<file path="src/rtl/bit_serial_adder_pkg.sv">
// Shared types and defaults for the bit-serial adder.
//   state_t       : FSM encoding (IDLE -> SHIFT -> DONE -> IDLE)
//   DEFAULT_WIDTH : default operand/sum width
package bit_serial_adder_pkg;

  typedef enum logic [1:0] {S_IDLE, S_SHIFT, S_DONE} state_t;

  localparam int DEFAULT_WIDTH = 8;

endpackage

</file>
<file path="src/rtl/serial_add_cell.sv">
// One-bit full-adder cell used by the bit-serial adder (purely combinational).
//   a_i, b_i : operand bits
//   c_i      : carry in
//   s_o      : sum bit
//   c_o      : carry out (majority of the three inputs)
module serial_add_cell (
  input  logic a_i,
  input  logic b_i,
  input  logic c_i,
  output logic s_o,
  output logic c_o
);

  assign s_o = a_i ^ b_i ^ c_i;
  assign c_o = (a_i & b_i) | (a_i & c_i) | (b_i & c_i);

endmodule

</file>
<file path="src/rtl/bit_serial_adder.sv">
// LSB-first bit-serial adder: {cout,sum} = a + b + cin, one bit per clock
// through a single full-adder cell and a registered carry.
//   clk, rst   : clock, asynchronous active-high reset
//   start      : request, sampled only while idle
//   a, b, cin  : operands, captured when start is accepted
//   busy       : high while bits are being shifted
//   done       : one-cycle pulse; sum/cout valid from this cycle
//   sum, cout  : registered result, held until the next done
//   ovf        : signed overflow, present only when SERIAL_ADD_OVF_EN is defined
// Configuration macro: SERIAL_ADD_OVF_EN (adds the ovf output and its register).
module bit_serial_adder
  import bit_serial_adder_pkg::*;
#(
  parameter int WIDTH = DEFAULT_WIDTH
) (
  input  logic             clk,
  input  logic             rst,
  input  logic             start,
  input  logic [WIDTH-1:0] a,
  input  logic [WIDTH-1:0] b,
  input  logic             cin,
  output logic             busy,
  output logic             done,
  output logic [WIDTH-1:0] sum,
  output logic             cout
`ifdef SERIAL_ADD_OVF_EN
  ,
  output logic             ovf
`endif
);

  localparam int CNT_W = $clog2(WIDTH);
  localparam logic [CNT_W-1:0] CNT_LAST = CNT_W'(WIDTH - 1);

  state_t             state_q, state_d;
  logic [WIDTH-1:0]   a_q, a_d;
  logic [WIDTH-1:0]   b_q, b_d;
  logic [WIDTH-1:0]   psum_q, psum_d;
  logic [WIDTH-1:0]   sum_q, sum_d;
  logic [CNT_W-1:0]   cnt_q, cnt_d;
  logic               carry_q, carry_d;
  logic               cout_q, cout_d;
`ifdef SERIAL_ADD_OVF_EN
  logic               ovf_q, ovf_d;
`endif

  logic s_bit;
  logic c_nxt;

  serial_add_cell u_cell (
    .a_i (a_q[0]),
    .b_i (b_q[0]),
    .c_i (carry_q),
    .s_o (s_bit),
    .c_o (c_nxt)
  );

  always_comb begin
    state_d = state_q;
    a_d     = a_q;
    b_d     = b_q;
    psum_d  = psum_q;
    sum_d   = sum_q;
    cnt_d   = cnt_q;
    carry_d = carry_q;
    cout_d  = cout_q;
`ifdef SERIAL_ADD_OVF_EN
    ovf_d   = ovf_q;
`endif
    case (state_q)
      S_IDLE: begin
        if (start) begin
          a_d     = a;
          b_d     = b;
          carry_d = cin;
          cnt_d   = '0;
          psum_d  = '0;
          state_d = S_SHIFT;
        end
      end
      S_SHIFT: begin
        // Sum bits enter at the MSB so after WIDTH shifts bit 0 sits at bit 0.
        a_d     = a_q >> 1;
        b_d     = b_q >> 1;
        psum_d  = {s_bit, psum_q[WIDTH-1:1]};
        carry_d = c_nxt;
        cnt_d   = cnt_q + 1'b1;
        if (cnt_q == CNT_LAST) begin
          // Result registers update only here, so partial sums never show.
          sum_d   = {s_bit, psum_q[WIDTH-1:1]};
          cout_d  = c_nxt;
`ifdef SERIAL_ADD_OVF_EN
          // carry_q is the carry into the MSB on this final step.
          ovf_d   = carry_q ^ c_nxt;
`endif
          cnt_d   = '0;
          state_d = S_DONE;
        end
      end
      S_DONE:  state_d = S_IDLE;
      default: state_d = S_IDLE;
    endcase
  end

  always_ff @(posedge clk or posedge rst) begin
    if (rst) begin
      state_q <= S_IDLE;
      a_q     <= '0;
      b_q     <= '0;
      psum_q  <= '0;
      sum_q   <= '0;
      cnt_q   <= '0;
      carry_q <= 1'b0;
      cout_q  <= 1'b0;
`ifdef SERIAL_ADD_OVF_EN
      ovf_q   <= 1'b0;
`endif
    end else begin
      state_q <= state_d;
      a_q     <= a_d;
      b_q     <= b_d;
      psum_q  <= psum_d;
      sum_q   <= sum_d;
      cnt_q   <= cnt_d;
      carry_q <= carry_d;
      cout_q  <= cout_d;
`ifdef SERIAL_ADD_OVF_EN
      ovf_q   <= ovf_d;
`endif
    end
  end

  assign busy = (state_q == S_SHIFT);
  assign done = (state_q == S_DONE);
  assign sum  = sum_q;
  assign cout = cout_q;
`ifdef SERIAL_ADD_OVF_EN
  assign ovf  = ovf_q;
`endif

endmodule

</file>
<file path="config.mk">
export PLATFORM = sky130hd
export DESIGN_NAME = bit_serial_adder
export DESIGN_NICKNAME = d
export VERILOG_FILES = /design/src/rtl/bit_serial_adder_pkg.sv /design/src/rtl/serial_add_cell.sv /design/src/rtl/bit_serial_adder.sv
export SDC_FILE = /design/constraint.sdc
export NUM_CORES = 1
export LEC_CHECK = 0
export CORE_ASPECT_RATIO = 0.9
export CORE_UTILIZATION = 46
export DETAILED_ROUTE_END_ITERATION = 8
export PLACE_DENSITY = 0.82
export SLEW_MARGIN = 25
export SYNTH_ARGS = -nofsm -noshare
export SYNTH_HDL_FRONTEND = slang
export SYNTH_HIERARCHICAL = 1
export SYNTH_SLANG_ARGS = --single-unit
</file>
<file path="constraint.sdc">
create_clock -name clk -period 1.3 [get_ports clk]
set_input_delay 0.26 -clock clk [delete_from_list [all_inputs] [get_ports clk]]
set_output_delay 0.26 -clock clk [all_outputs]
set_load 0.01 [all_outputs]
</file>
[After elaboration in Yosys (flattened, before gate mapping)]
Cells that the tools add are included.
Widths: inputs -> output; s select.
Operators by class
  reductions and logical operators: 5
  $add $sub $neg: 1
  bitwise logic cells: 7
  multiplexer cells: 14
  equality and inequality tests: 5
Operators by type and width (count)
  $pmux 8 s2: 3
  $mux 8: 3
  $mux 3: 2
  $pmux 3 s2: 1
  $reduce_and 2->1: 3
  $mux 2: 2
  $pmux 2 s2: 1
  $add 3x1->3 const B: 1
  $and 1x1->1: 3
  $eq 3x3->1 const B: 1
  $eq 2x1->1 const B: 1
  $eq 2x2->1 const B: 1
  $logic_not 2->1: 1
  $ne 2x1->1 const B: 1
  $ne 2x2->1 const B: 1
  $or 1x1->1: 2
  $pmux 1 s2: 1
  $reduce_bool 2->1: 1
  $xor 1x1->1: 2
  $mux 1: 1
Storage, ports and cells
  word-level logic and storage cells: 40
  flip-flop bits (word level): 39
  output and inout port bits: 11
  input port bits: 20

[Depth between registers and ports, before layout]
Gate-level depths: netlist of the first run.
  depth in word-level cells: 4
  mapped depth: 6
  depth with buffers taken out: 5

[By module]
The synthesis of the first run kept the hierarchy.
By module, submodules not included
  bit_serial_adder: sequential area each 950.9 um^2, area each 1695.4 um^2, times used 1, cells each 139
  serial_add_cell: sequential area each 0.0 um^2, area each 20.0 um^2, times used 1, cells each 1

[Worst setup path after synthesis of the first run]
Ideal clock, no wire load.
  path kind: reg-to-reg
  start point: register cnt_q[0]
  end point: register cout_q (netlist: cout)
  stages on the path, launching flop included: 5
  setup time: 128 ps
  path slack: -55 ps
  buffers on the path: 0
  data required time: 1172 ps
  period minus slack after synthesis: 1355 ps
  arrival time: 1227 ps
  path through: dfrtp_1 -> ha_1 -> ha_1 -> nand2_4 -> mux2_1
Between the ends
  word-level cells in the longest chain between the ends: 2
RTL lines
  start: declaration: line bit_serial_adder.sv:40  | logic [CNT_W-1:0] cnt_q, cnt_d;
  start signal: assignment: line bit_serial_adder.sv:124  | cnt_q <= cnt_d;
  $eq 3x3->1: line bit_serial_adder.sv:88  | if (cnt_q == CNT_LAST) begin
  $reduce_and 2->1 (no line)
  end signal: assignment: line bit_serial_adder.sv:126  | cout_q <= cout_d;
  end: declaration: line bit_serial_adder.sv:42  | logic cout_q, cout_d;
Every way passes these cells.
A chain may end at the register's enable or synchronous reset.

[Worst setup path in the final report of the first run]
  start point: register state_q[0]
  end point: register b_q[5]
Between the ends
  word-level cells in the longest chain between the ends: 3
  elaborated cells on any way between the ends: 6
  classes of those cells: 2 x eq/ne; 1 x mux; 3 x reduce/logical
RTL lines
  start: declaration: line bit_serial_adder.sv:35  | state_t state_q, state_d;
  start signal: assignment: line bit_serial_adder.sv:119  | state_q <= state_d;
  $eq 2x1->1 or $logic_not 2->1 (tied branches): line bit_serial_adder.sv:70  | case (state_q)
  $reduce_bool 2->1 (no line) or $ne 2x2->1 (tied branches)
  $reduce_and 2->1 (no line)
  end signal: assignment: line bit_serial_adder.sv:109  | b_q <= '0;
  end signal: assignment: line bit_serial_adder.sv:121  | b_q <= b_d;
  end: declaration: line bit_serial_adder.sv:37  | logic [WIDTH-1:0] b_q, b_d;
Parallel ways exist; a longest one is shown, timed or not.

==> key figures, run 1 <==
Run status
  – Outcome: finished with violations
  – Violated checks: negative setup slack

Clock network
  – CTS tree: yes
  – H-Tree Depth: 2
  – Reg clk slew, reported paths: 0.08 ns
  – Post-CTS Hold Buffers: 0
  – CTS Buf Count: 5
  – Worst-Skew Late Latency: 0.30 ns
  – Clock tree sinks: 38
  – Clk buf depth: 2
  – Clk Tree Root Cell: clkbuf_8

Power
  – Clock Power Share: 13.2%
  – Peak supply drop: 1490 uV
  – Power Dens Cells: 2500 mW/mm^2
  – Total leakage power: 1.21 nW
  – Internal power: 4.16 mW
  – Logic pwr share: 54.6%
  – Sequential power share: 32.2%
  – Switching share of power: 36.1%
  – Switching power: 2.35 mW

Final layout
  – Final nets: 224
  – Layout Utilization: 74.9%
  – Share of layout cells above drive strength 1: 38.1%
  – Diodes inserted: 0
  – Area grow syn2layout: 51.8%
  – Commonest non-fill, non-tap cell in the layout: dfrtp_1
  – Commonest cells after routing, fill and taps aside: 37 x dfrtp_1, 18 x clkdlybuf4s50_1, 17 x buf_4

Drt
  – Routed wire length: 4.45 mm
  – Vias: 1,413
  – Starting DRT DRC Count: 111
  – Drt drc: 0
  – Antenna-violating nets left: 0
  – DRT Pass-1 Iters: 4
  – Per-cell routed wire length: 18.1 um
  – Vias/cell: 5.74

Synth
  – Yosys cell types: 29
  – Synth warn: 6
  – Top cells by area, synth: dfrtp_1 55%, mux2_1 5.9%, nor3b_1 4.8%, a22o_1 4.6%, o22a_1 3.1%
  – Gate Count Post-Synth: 140
  – Syn Area/Cell: 12.3 sq um
  – Flop and latch count out of synthesis: 38
  – Cell area after synthesis: 0.00172 sq mm
  – Synth top area share: 55.4%
  – Net Count, Synth: 163
  – Sequential share of the synthesized area: 55.4%
  – Cell taking the most area after synthesis: dfrtp_1

Global routing
  – Largest net degree at the start of global routing: 39
  – Global-route wire length before repair: 6.56 mm
  – Total gr overflow: 0
  – Total GRT Usage: 22.9%
  – Initial antenna violation count: 0
  – Vias in the first global route: 1,371

Critical path
  – Worst path cell trace: buf_6 > buf_12 > buf_12 > o21bai_4 > a221oi_2
  – Crit path from: state_q[0]
  – Cell repeated most along the worst path: buf_12
  – CP Data Required Time: 1.47 ns
  – WP buf/inv: 3
  – CP Capture Type: register
  – CP max-delay cell: dfrtp_2
  – Startpoint Class: register
  – Worst Path Max Fanout: 8
  – Worst path arrival time: 1.54 ns
  – Cells on worst reg2reg path: 5
  – CP Class: register to register
  – Critical Path Max Stage Delay: 0.43 ns
  – Critical path depth in cells: 5
  – Delay-heaviest family, CP: flip-flops
  – RR Startpoint: state_q[0]

STA
  – Post-route minimum period: 1.37 ns
  – Fmax: 728 MHz
  – Clk_skew: 0.00649 ns
  – Worst Tran Pin Value: 0.319 ns
  – Worst hold margin: 0.327 ns
  – Fin worst setup slack: -0.0741 ns
  – Worst slew margin: 78.7%
  – RSZ-0062 raised after global routing: true
  – Fin. max-slew vios: 0
  – Final hold viol count: 0
  – Final setup violation count: 25
  – Total negative slack: -0.987 ns
  – Final period util: 106%

Floorplanning
  – Initial Util: 49.3%
  – FP Rows: 20
  – Core area: 0.00348 sq mm
  – Die area: 0.00398 sq mm
  – Die Wd: 66.4 um
  – Die span in y: 59.9 um
  – Io pins: 31

Place
  – Gpl congestion: 0.817
  – Post-DP HPWL: 2.61 mm
  – # port buffers: 30

Flow run
  – Max Cap Viol: 0

Worst hold path
  – Hold WC Path Type: input pin to asynchronous set/reset pin
## cells by family (layout without fill, tap and decap cells)
| group | after synthesis | after routing | share of synthesized area (%) |
|---|---|---|---|
| fa+ha+maj | 3 | 3 | 2.63 |
| compound gates | 38 | 39 | 17.0 |
| simple gates | 33 | 34 | 13.4 |
| buf+inv | 18 | 78 | 5.03 |
| mux | 10 | 10 | 6.49 |
| flops | 38 | 38 | 55.4 |
## worst min-delay path, delay by kind of cell
family,cells,cell delay [ns]
buffers and inverters,3,0.73
## metrics by stage
| step | power [mW] | setup slack [ns] | instances | cell area (sq um) |
|---|---|---|---|---|
| after floorplan | 3.83 | 0.0237 | 140 | 1780 |
| after global placement | 4.65 | -0.231 | 224 | 2230 |
| after detailed placement | 4.82 | -0.311 | 224 | 2230 |
| after CTS | 6.10 | -0.0224 | 241 | 2500 |
| after global routing | 6.87 | -0.104 | 246 | 2600 |
| final | 6.51 | -0.0741 | 246 | 2600 |
## state kept, by name (all words and copies together) (netlist names)
signal and flops:
a_q 8, b_q 8, sum 8, psum_q 7
cnt_q 3, state_q 2, carry_q 1, cout 1
## synthesized netlist by cell type
master and n:
o221a_2 2, fa_1 1, o22a_1 6, nand2_1 5, inv_2 1, nor3b_1 11
mux2i_1 1, nor2_1 2, nand3b_1 2, nor2_2 1, nand2b_4 1, nor2_4 1
o21ai_0 4, buf_2 6, a22oi_1 2, ha_1 2, buf_6 1, o31ai_1 1
nor4bb_1 2, a22o_1 9, mux2_1 9, buf_4 1, a21oi_1 8, nand2_4 1
inv_1 9, nor2b_1 7, dfrtp_1 38, o21bai_2 1, a221oi_1 5
## per-layer routing
layer / vias to the layer above / wire, um / global-route usage (%)
met2: 49 / 2250 / 37.2
li1: 638 / - / -
met5: - / 0 / 0
met4: 0 / 96 / 8.51
met3: 12 / 197 / 6.87
met1: 714 / 1910 / 28.9
## power groups by stage
stage / logic [mW] / registers, mW / clock network (mW)
final: 3.55 / 2.10 / 0.859
after floorplan: 1.76 / 2.07 / 0
after global placement: 2.57 / 2.08 / 0
after CTS: 3.16 / 2.09 / 0.856
after global routing: 3.81 / 2.15 / 0.917
after detailed placement: 2.70 / 2.12 / 0
## cell type report
| type | count | area [sq um] |
|---|---|---|
| tap | 44 | 55.1 |
| timing repair buffer | 60 | 602 |
| clock inverter | 2 | 12.5 |
| inverter | 10 | 40.0 |
| fill | 203 | 875 |
| clock buffer | 6 | 82.6 |
| multi-input combinational | 86 | 860 |
| sequential | 38 | 952 |
## repair_timing
action / 4_1_cts / 5_1_grt
cloned: 2 / 1
endpoints found under the setup margin: 44 / 37
gates resized for setup: 40 / 12
setup buffers: 7 / 4
pin swaps: 18 / 6
## final timing paths
kind	to	slack, ns
worst max register to register	b_q[5]	-0.07
worst min-delay path	sum[6]	0.33
worst max-delay path	b_q[5]	-0.07
min in group clk	cout	0.51
worst min register to register	cout	0.51
max in group asynchronous	state_q[0]	0.77
(Power assumes the default switching activity.)
==> run 2: changes to the inputs <==
CELL_PAD_IN_SITES_DETAIL_PLACEMENT = 0   (was unset)
CELL_PAD_IN_SITES_GLOBAL_PLACEMENT = 2   (was unset)
CORE_MARGIN = 2   (was unset)
CORE_UTILIZATION = 31   (was 46)
PLACE_DENSITY = 0.83   (was 0.82)
==> key figures, run 2 (synthesis gave the netlist of run 1 again) <==
Critical path
  – Cells on worst reg2reg path: 6 (was 5)
  – Critical Path Max Stage Delay: 0.43 ns (about the same)
  – Delay-heaviest family, CP: flip-flops (unchanged)
  – Worst path arrival time: 1.53 ns (was 1.54 ns)
  – RR Startpoint: state_q[0] (unchanged)
  – WP buf/inv: 3 (unchanged)
  – CP max-delay cell: dfrtp_1 (was dfrtp_2)
  – CP Capture Type: register (unchanged)
  – CP Data Required Time: 1.48 ns (was 1.47 ns)
  – Worst Path Max Fanout: 10 (was 8)
  – Startpoint Class: register (unchanged)
  – Worst path cell trace: buf_6 > nand2b_4 > inv_4 > buf_8 > nand2_8 > mux2_4 (was buf_6 > buf_12 > buf_12 > o21bai_4 > a221oi_2)
  – CP Class: register to register (unchanged)
  – Reg2Reg Setup Slack: -0.05 ns (was -0.07 ns)
  – FF-to-FF End: sum[1] (was b_q[5])

Place
  – Setup slack at placement: -0.396 ns (was -0.311 ns)
  – # port buffers: 30 (unchanged)
  – Gpl congestion: 0.753 (was 0.817)
  – Post-DP HPWL: 2.68 mm (was 2.61 mm)

Final layout
  – Share of layout cells above drive strength 1: 36.9% (was 38.1%)
  – Commonest cells after routing, fill and taps aside: 38 x dfrtp_1, 18 x clkdlybuf4s50_1, 17 x buf_4 (was 37 x dfrtp_1, 18 x clkdlybuf4s50_1, 17 x buf_4)
  – Final nets: 221 (was 224)
  – Area grow syn2layout: 49.9% (was 51.8%)
  – Commonest non-fill, non-tap cell in the layout: dfrtp_1 (unchanged)
  – Layout Utilization: 48.6% (was 74.9%)
  – Diodes inserted: 0 (unchanged)

Flow run
  – Max Cap Viol: 0 (unchanged)

STA
  – Fin worst setup slack: -0.0543 ns (was -0.0741 ns)
  – Final hold viol count: 0 (unchanged)
  – Clk_skew: 0.00414 ns (was 0.00649 ns)
  – Worst Tran Pin Value: 0.371 ns (was 0.319 ns)
  – Post-route minimum period: 1.35 ns (was 1.37 ns)
  – Final setup violation count: 11 (was 25)
  – RSZ-0062 raised after global routing: true (unchanged)
  – Final period util: 104% (was 106%)
  – Fmax: 738 MHz (was 728 MHz)
  – Worst slew margin: 74.9% (was 78.7%)
  – Fin. max-slew vios: 0 (unchanged)

Drt
  – Met1 WL: 1.80 mm (was 1.91 mm)
  – DRT Pass-1 Iters: 4 (unchanged)
  – Per-cell routed wire length: 14.5 um (was 18.1 um)
  – Starting DRT DRC Count: 50 (was 111)
  – Vias/cell: 4.86 (was 5.74)
  – Antenna-violating nets left: 0 (unchanged)
  – Metal3 WL: 181 um (was 197 um)
  – Drt drc: 0 (unchanged)
  – Routed wire length: 3.83 mm (was 4.45 mm)
  – Met2 routed WL: 1.80 mm (was 2.25 mm)
  – Highest Signal Layer: met4 (unchanged)
  – Vias: 1,288 (was 1,413)

Run status
  – Violated checks: negative setup slack (unchanged)
  – Outcome: finished with violations (unchanged)

Global routing
  – Largest net degree at the start of global routing: 39 (unchanged)
  – Vias in the first global route: 1,341 (was 1,371)
  – Total gr overflow: 0 (unchanged)
  – Total GRT Usage: 13.7% (was 22.9%)
  – Initial antenna violation count: 0 (unchanged)
  – Global-route wire length before repair: 6.23 mm (was 6.56 mm)

Floorplanning
  – Die span in y: 74.6 um (was 59.9 um)
  – Die area: 0.00615 sq mm (was 0.00398 sq mm)
  – Initial Util: 32.4% (was 49.3%)
  – Core area: 0.00529 sq mm (was 0.00348 sq mm)
  – FP Rows: 25 (was 20)
  – Io pins: 31 (unchanged)
  – Die Wd: 82.4 um (was 66.4 um)

Power
  – Peak supply drop: 836 uV (was 1490 uV)
  – Total leakage power: 1.18 nW (was 1.21 nW)
  – Power Dens Cells: 2370 mW/mm^2 (was 2500 mW/mm^2)

Clock network
  – Clk buf depth: 2 (unchanged)
  – Worst-Skew Late Latency: 0.29 ns (was 0.30 ns)
  – CTS tree: yes (unchanged)
  – Reg clk slew, reported paths: 0.07 ns (was 0.08 ns)
  – H-Tree Depth: 2 (unchanged)
  – Post-CTS Hold Buffers: 0 (unchanged)
  – Clock tree sinks: 38 (unchanged)
  – CTS Buf Count: 5 (unchanged)
  – Clk Tree Root Cell: clkbuf_8 (unchanged)

Worst hold path
  – Hold WC Path Type: input pin to asynchronous set/reset pin (unchanged)
[run 2: cell count changes in the layout (fill, tap and decap cells not counted), moves of 2 or more]
cell      change
buf_12        -2
a221oi_2      -2
buf_6         +2
nor3b_1       -3
a221oi_1      +2
nor3b_2       +4
[run 2: tightest hold or removal path: stages]
cell             delay (ns)
clkdlybuf4s50_1        0.40
inv_1                  0.09
buf_12                 0.23
[run 2: layout make-up]
| type | count | area [sq um] |
|---|---|---|
| inverter | 10 | 40.0 |
| clock buffer | 5 | 68.8 |
| tap | 67 | 83.8 |
| clock inverter | 2 | 10.0 |
| timing repair buffer | 59 | 569 |
| multi-input combinational | 84 | 848 |
| sequential | 38 | 951 |
| fill | 475 | 2720 |
[run 2: report_power, final]
part           internal, mW  leakage [nW]  switching, mW
sequential             1.74         0.469          0.356
combinational          1.88         0.665           1.36
clock                 0.360        0.0438          0.414
total                  3.97          1.18           2.13
[run 2: through the flow]
step,total power [mW],area (sq um),setup TNS [ns],cells,hold slack [ns]
2_1_floorplan,3.83,1780,0,140,0.396
3_3_place_gp,4.73,2280,-7.36,250,0.487
3_5_place_dp,4.85,2280,-8.85,250,0.493
4_1_cts,5.65,2390,-0.570,258,0.323
5_1_grt,6.54,2570,-1.03,265,0.336
6_report,6.10,2570,-0.502,265,0.316
[run 2: repair_timing]
item	CTS	global route
gates resized for setup	26	28
buffers inserted	2	7
pin swaps	1	13
endpoints found under the setup margin	40	25
[run 2: per-layer routing]
metal	vias to the layer above	GRT usage, %
met3	6	5.22
met1	623	18.1
li1	624	-
met4	0	5.00
met2	35	20.6
met5	-	0
[run 2: how the worst max path moves through the flow]
stage             end  cells after the start       start
3_5_place_dp   b_q[2]                      5       start
5_1_grt          busy                      4  state_q[0]
2_1_floorplan    cout                      4    cnt_q[0]
6_report       sum[1]                      6  state_q[0]
4_1_cts          done                      3  state_q[0]
3_3_place_gp   b_q[2]                      5       start
==> run 3: changes to the inputs <==
SLEW_MARGIN = 0   (was 25)
==> results of run 3 <==
No change in the layout: final DEF, timing and power equal those of run 2.
